**src/rtl/spi_pkg.sv**
```systemverilog
// Shared definitions for the SPI master engine.
//   - spi_state_t      : engine FSM states (IDLE, SETUP, SHIFT, HOLD)
//   - DEF_WIDTH        : default word width (matches the FIFO width)
//   - DEF_CLK_DIV      : default SCLK half-period in clk_i cycles
//   - edge_cnt_width() : width of the SCLK edge counter for a given word width
package spi_pkg;

  localparam int unsigned DEF_WIDTH   = 32;
  localparam int unsigned DEF_CLK_DIV = 4;

  typedef enum logic [1:0] {
    ST_IDLE  = 2'd0,
    ST_SETUP = 2'd1,
    ST_SHIFT = 2'd2,
    ST_HOLD  = 2'd3
  } spi_state_t;

  // One frame has 2*width SCLK edges, numbered 0..2*width-1.
  function automatic int unsigned edge_cnt_width(input int unsigned width);
    return $clog2(2 * width);
  endfunction

endpackage

```
**src/rtl/spi_clk_div.sv**
```systemverilog
// SCLK half-period divider.
//   clk_i  : system clock
//   rst_i  : asynchronous active-high reset
//   run_i  : counter runs while high, held at 0 while low
//   tick_o : high for one cycle when the counter reaches g_clk_div-1
module spi_clk_div
  import spi_pkg::*;
#(
  parameter int unsigned g_clk_div = DEF_CLK_DIV
) (
  input  logic clk_i,
  input  logic rst_i,
  input  logic run_i,
  output logic tick_o
);

  localparam int unsigned CW = (g_clk_div > 1) ? $clog2(g_clk_div) : 1;
  localparam logic [CW-1:0] LAST = CW'(g_clk_div - 1);

  logic [CW-1:0] r_cnt;

  always_ff @(posedge clk_i or posedge rst_i) begin
    if (rst_i) begin
      r_cnt <= '0;
    end else if (!run_i || (r_cnt == LAST)) begin
      r_cnt <= '0;
    end else begin
      r_cnt <= r_cnt + CW'(1);
    end
  end

  assign tick_o = run_i & (r_cnt == LAST);

endmodule

```
**src/rtl/spi_master_engine.sv**
```systemverilog
// SPI shift engine between the TX and RX FIFOs.
// Pops words from a show-ahead TX FIFO, shifts them out MSB-first on MOSI
// while shifting in MISO, and pushes each received word into the RX FIFO.
// Supports all four CPOL/CPHA modes; CS stays asserted across back-to-back words.
//   clk_i, rst_i          : clock, asynchronous active-high reset
//   enable_i              : allows new frames to start
//   cpol_i, cpha_i        : SPI mode, latched at frame start
//   tx_data_i, tx_empty_i : TX FIFO head word and empty flag
//   tx_pull_o             : one-cycle TX pop strobe
//   rx_data_o, rx_push_o  : received word and one-cycle RX push strobe
//   rx_full_i             : RX FIFO full
//   busy_o                : high from capture until return to IDLE
//   sclk_o, mosi_o, miso_i, cs_n_o : SPI pins
module spi_master_engine
  import spi_pkg::*;
#(
  parameter int unsigned g_width   = DEF_WIDTH,
  parameter int unsigned g_clk_div = DEF_CLK_DIV
) (
  input  logic               clk_i,
  input  logic               rst_i,
  input  logic               enable_i,
  input  logic               cpol_i,
  input  logic               cpha_i,
  input  logic [g_width-1:0] tx_data_i,
  input  logic               tx_empty_i,
  output logic               tx_pull_o,
  output logic [g_width-1:0] rx_data_o,
  input  logic               rx_full_i,
  output logic               rx_push_o,
  output logic               busy_o,
  output logic               sclk_o,
  output logic               mosi_o,
  input  logic               miso_i,
  output logic               cs_n_o
);

  localparam int unsigned EW = edge_cnt_width(g_width);
  localparam logic [EW-1:0] LAST_EDGE = EW'(2 * g_width - 1);

  spi_state_t         r_state;
  logic [g_width-1:0] r_tx_sr;
  logic [g_width-1:0] r_rx_sr;
  logic [EW-1:0]      r_edge;
  logic               r_cpol;
  logic               r_cpha;

  logic w_tick;
  logic w_run;
  logic w_start;
  logic w_capture;

  assign w_run   = (r_state != ST_IDLE);
  // RX space is reserved up front, so the push at frame end can never overflow.
  assign w_start = enable_i & ~tx_empty_i & ~rx_full_i;
  assign w_capture = w_start &
                     ((r_state == ST_IDLE) | ((r_state == ST_HOLD) & w_tick));

  spi_clk_div #(
    .g_clk_div(g_clk_div)
  ) u_clk_div (
    .clk_i (clk_i),
    .rst_i (rst_i),
    .run_i (w_run),
    .tick_o(w_tick)
  );

  always_ff @(posedge clk_i or posedge rst_i) begin
    if (rst_i) begin
      r_state   <= ST_IDLE;
      r_tx_sr   <= '0;
      r_rx_sr   <= '0;
      r_edge    <= '0;
      r_cpol    <= 1'b0;
      r_cpha    <= 1'b0;
      cs_n_o    <= 1'b1;
      sclk_o    <= 1'b0;
      mosi_o    <= 1'b0;
      tx_pull_o <= 1'b0;
      rx_push_o <= 1'b0;
      busy_o    <= 1'b0;
      rx_data_o <= '0;
    end else begin
      tx_pull_o <= 1'b0;
      rx_push_o <= 1'b0;

      case (r_state)
        ST_IDLE: begin
          cs_n_o <= 1'b1;
          sclk_o <= cpol_i;
        end

        ST_SETUP: begin
          if (w_tick) begin
            r_state <= ST_SHIFT;
            r_edge  <= '0;
          end
        end

        ST_SHIFT: begin
          if (w_tick) begin
            sclk_o <= (r_edge == LAST_EDGE) ? r_cpol : ~sclk_o;
            if (!r_edge[0]) begin
              // leading edge
              if (!r_cpha) begin
                r_rx_sr <= {r_rx_sr[g_width-2:0], miso_i};
              end else begin
                mosi_o  <= r_tx_sr[g_width-1];
                r_tx_sr <= r_tx_sr << 1;
              end
            end else begin
              // trailing edge
              if (r_cpha) begin
                r_rx_sr <= {r_rx_sr[g_width-2:0], miso_i};
              end else if (r_edge != LAST_EDGE) begin
                mosi_o  <= r_tx_sr[g_width-2];
                r_tx_sr <= r_tx_sr << 1;
              end
            end
            if (r_edge == LAST_EDGE) begin
              // With CPHA=1 the final sample lands on this very edge.
              rx_data_o <= r_cpha ? {r_rx_sr[g_width-2:0], miso_i} : r_rx_sr;
              rx_push_o <= 1'b1;
              r_state   <= ST_HOLD;
            end else begin
              r_edge <= r_edge + EW'(1);
            end
          end
        end

        ST_HOLD: begin
          if (w_tick && !w_start) begin
            cs_n_o  <= 1'b1;
            busy_o  <= 1'b0;
            r_state <= ST_IDLE;
          end
        end

        default: r_state <= ST_IDLE;
      endcase

      // Shared by the IDLE start and the back-to-back start from HOLD.
      if (w_capture) begin
        r_tx_sr   <= tx_data_i;
        r_rx_sr   <= '0;
        mosi_o    <= tx_data_i[g_width-1];
        r_cpol    <= cpol_i;
        r_cpha    <= cpha_i;
        sclk_o    <= cpol_i;
        cs_n_o    <= 1'b0;
        busy_o    <= 1'b1;
        tx_pull_o <= 1'b1;
        r_state   <= ST_SETUP;
      end
    end
  end

endmodule

```
**config.mk**
```make
export PLATFORM = sky130hd
export DESIGN_NAME = spi_master_engine
export DESIGN_NICKNAME = d
export VERILOG_FILES = /design/src/rtl/spi_pkg.sv /design/src/rtl/spi_clk_div.sv /design/src/rtl/spi_master_engine.sv
export SDC_FILE = /design/constraint.sdc
export NUM_CORES = 1
export LEC_CHECK = 0
export BUFFER_PORTS_ARGS = -buffer_cell sky130_fd_sc_hd__buf_2
export CAP_MARGIN = 0
export CORE_UTILIZATION = 35
export DETAILED_ROUTE_END_ITERATION = 7
export PLACE_DENSITY = 0.52
export SYNTH_ARGS = -nofsm -noshare
export SYNTH_HDL_FRONTEND = slang
export SYNTH_HIERARCHICAL = 1
export SYNTH_SLANG_ARGS = --single-unit
```
**constraint.sdc**
```tcl
create_clock -name clk_i -period 4 [get_ports clk_i]
set_clock_uncertainty 0.15 [all_clocks]
set_input_delay 0.4 -clock clk_i [delete_from_list [all_inputs] [get_ports clk_i]]
set_output_delay 0.4 -clock clk_i [all_outputs]
set_load 0.005 [all_outputs]
```
==> impl_metrics.yaml <==
sta:
  whs_ns: 0.0324
  hold_viol: 0
  fmax_mhz: 344
  final.min_clock_period_ns: 2.90
  setup_violations: 0
  fin_setup_tns_ns: 0
  finalCritPeriodShare_pct: 72.6
  relSlewSlack_pct: 30.6
  finalMaxSlewViolations: 0
  rsz0062_at_grt: "no"
  worstMarginPinSlew_ns: 1.04
setup_path:
  startpoint_type: "register"
  arrival_ns: 3.02
  endpoint_kind: "register"
  worstPathRequired_ns: 4.12
  cp_max_fo: 32
  ff2ff_path_depth: 8
  crit_type: "reg2reg"
place:
  place_hpwl_mm: 6.79
  io_buffers: 77
  gp_congestion: 0.771
  placed_area_um2: 5760
cts:
  cts_buffers: 17
  clock_tree.root_cell: "clkbuf_16"
  clock_latency_ns: 0.42
  clkTransAtPathRegs_ns: 0.06
  post-cts-setup-buffers: 0
  clock-sinks: 114
  clock_path_buffers: 2
  h-tree-depth: 4
  cts_tree: "yes"
outcome:
  violations: "design-rule violations"
  status: "finished, violations left"
logic_synthesis:
  postSynthCellCount: 532
  synth_edf_count: 0
  synth_common_cells: "dfrtp_1, nand2_1, a21oi_1, mux2i_1, nor2_1"
  yosysUniqueCellTypes: 43
  syn_area_um2: 5320
  ys_warn_count: 6
  synth-seq-cells: 114
  synthTopCellsByArea: "dfrtp_1, mux2i_1, nand2_1"
  yosys.area.top_type: "dfrtp_1"
  async_flop_share_pct: 100
  seq_area_frac_synth_pct: 53.7
  synth_flop_cell: "dfrtp_1"
  avgSynthCellArea_um2: 9.99
  synth_top_area_share_pct: 53.2
  syn-num-nets: 579
  synth.most_common_cell: "dfrtp_1"
cells_and_area:
  drive_gt1_share_pct: 20.1
  n_fill_cell: 1432
  diodes: 0
  area_growth_pct: 19.6
  fin_nets: 647
  fin_util_pct: 43.3
  final_area_um2: 6360
  ff_latch_area_um2: 2860
  multi_input_area_um2: 2190
pwr:
  leakage_nw: 3.11
  power_density_nw_per_um2: 655
  ir_drop_v: 0.000315
die:
  initial_core_util_pct: 36.2
  dieWidth_um: 125
  num_rows: 44
  core_um2: 14700
  die_area_um2: 15700
  chipHeight_um: 125
  io-pin-count: 78
drt:
  wirelength_mm: 10.5
  viasPerCell: 4.83
  drt-initial-drc-count: 195
  firstDrtPassIters: 8
  drcViolationCount: 2
  num_vias: 3850
  post_drt_wl_per_cell_um: 13.2
  final_antenna_net_count: 0
global_routing:
  antenna_found_initial: 1
  grt_pass1_vias: 3854
  grt_max_degree: 66
  grt_usage_pct: 14.8
  grt_pass1_wl_mm: 18.3
  gr-total-overflow: 0
worst_hold_path:
  hold_class: "in2reg"
  holdPathStages: 3
job:
  max_cap_viol_count: 0
-- registers in the layout, summed over array words and instances (netlist names) --
register	flops
cs_n_o	1
sclk_o	1
r_tx_sr	32
mosi_o	1
busy_o	1
rx_push_o	1
u_clk_div/r_cnt	2
r_cpha	1
tx_pull_o	1
r_edge	6
rx_data_o	32
r_cpol	1
r_state	2
r_rx_sr	32
-- report_power, final --
part	leakage [nW]	switching, W	internal (W)
Clock	0.289	0.000492	0.000996
Combinational	1.29	0.000548	0.000438
Sequential	1.53	0.000249	0.00144
-- timing repair --
action,CTS,global route
hold buffers,1,0
gates resized for setup,0,0
endpoints found under the setup margin,0,0
endpoints found under the hold margin,37,0
-- stage by stage --
stage | power, W | instances | setup slack (ns)
2_1_floorplan | 0.00248 | 532 | 0.493
3_3_place_gp | 0.00268 | 764 | 1.18
3_5_place_dp | 0.00272 | 764 | 1.08
4_1_cts | 0.00423 | 797 | 1.05
5_1_grt | 0.00448 | 797 | 0.833
6_report | 0.00417 | 797 | 1.10
-- logic make-up after synthesis --
| family | Yosys count | share of synthesized area, % |
|---|---|---|
| DFF | 114 | 53.7 |
| muxes | 66 | 12.4 |
| and+or+nand+nor | 178 | 14.4 |
| AOI/OAI and AO/OA | 121 | 12.5 |
| buffers and inverters | 46 | 5.27 |
| adders and majority gates | 7 | 1.65 |
-- layer usage --
metal  GRT usage, %  up-vias  share of wire [%]
li1               -     1945                  -
met1           17.2     1806                 45
met2           24.2       81                 47
met3           5.35       18                5.7
met4           7.53        0                2.0
met5              0        -                  0
-- layout make-up --
class / instances / share of cell area (%)
Sequential cell: 114 / 44.9
Multi-Input combinational cell: 372 / 34.5
Clock buffer: 28 / 8.13
Timing Repair Buffer: 86 / 7.16
Tap cell: 184 / 3.62
Clock inverter: 4 / 1.10
Inverter: 9 / 0.610
-- critical path: stages (launching register included) --
cell and delay, ns:
dfrtp_1 0.41, inv_1 0.09, ha_1 0.27, inv_1 0.09
and2_2 0.30, nand2_1 0.26, or3_1 0.87, nand2_1 0.22
a21oi_1 0.09
-- worst paths after layout --
path / to / slack [ns] / startpoint
max in group asynchronous: rx_data_o[1] / 2.35 / rst_i
min reg2reg: u_clk_div/r_cnt[0] / 0.31 / u_clk_div/r_cnt[0]
max: r_rx_sr[14] / 1.10 / r_state[0]
min: r_cpha / 0.03 / cpha_i
min in group asynchronous: u_clk_div/r_cnt[0] / 0.27 / rst_i
max reg2reg: r_rx_sr[14] / 1.10 / r_state[0]
-- cells in the final DEF, fill, tap and decap left out, types with 2 or more instances in the layout --
| master | Yosys | routed |
|---|---|---|
| o21ai_0 | 17 | 17 |
| nor2_1 | 37 | 37 |
| o21ai_1 | 23 | 23 |
| nand3b_1 | 2 | 2 |
| a2bb2oi_1 | 2 | 2 |
| inv_4 | 1 | 2 |
| nand3_1 | 4 | 4 |
| dfrtp_1 | 113 | 112 |
| inv_1 | 8 | 7 |
| a22o_1 | 3 | 3 |
| mux2i_1 | 66 | 66 |
| a21oi_1 | 68 | 68 |
| clkbuf_16 | 0 | 17 |
| clkbuf_8 | 0 | 5 |
| nor3b_1 | 2 | 2 |
| nor2b_1 | 3 | 3 |
| ha_1 | 7 | 7 |
| bufinv_16 | 0 | 2 |
| nand2b_1 | 3 | 3 |
| nor3_1 | 2 | 2 |
| buf_2 | 15 | 77 |
| and3_1 | 2 | 2 |
| clkbuf_1 | 5 | 6 |
| buf_4 | 5 | 8 |
| nand2_1 | 112 | 112 |
| nor3b_2 | 2 | 2 |
| clkinv_2 | 0 | 2 |
(Power assumes the default switching activity.)
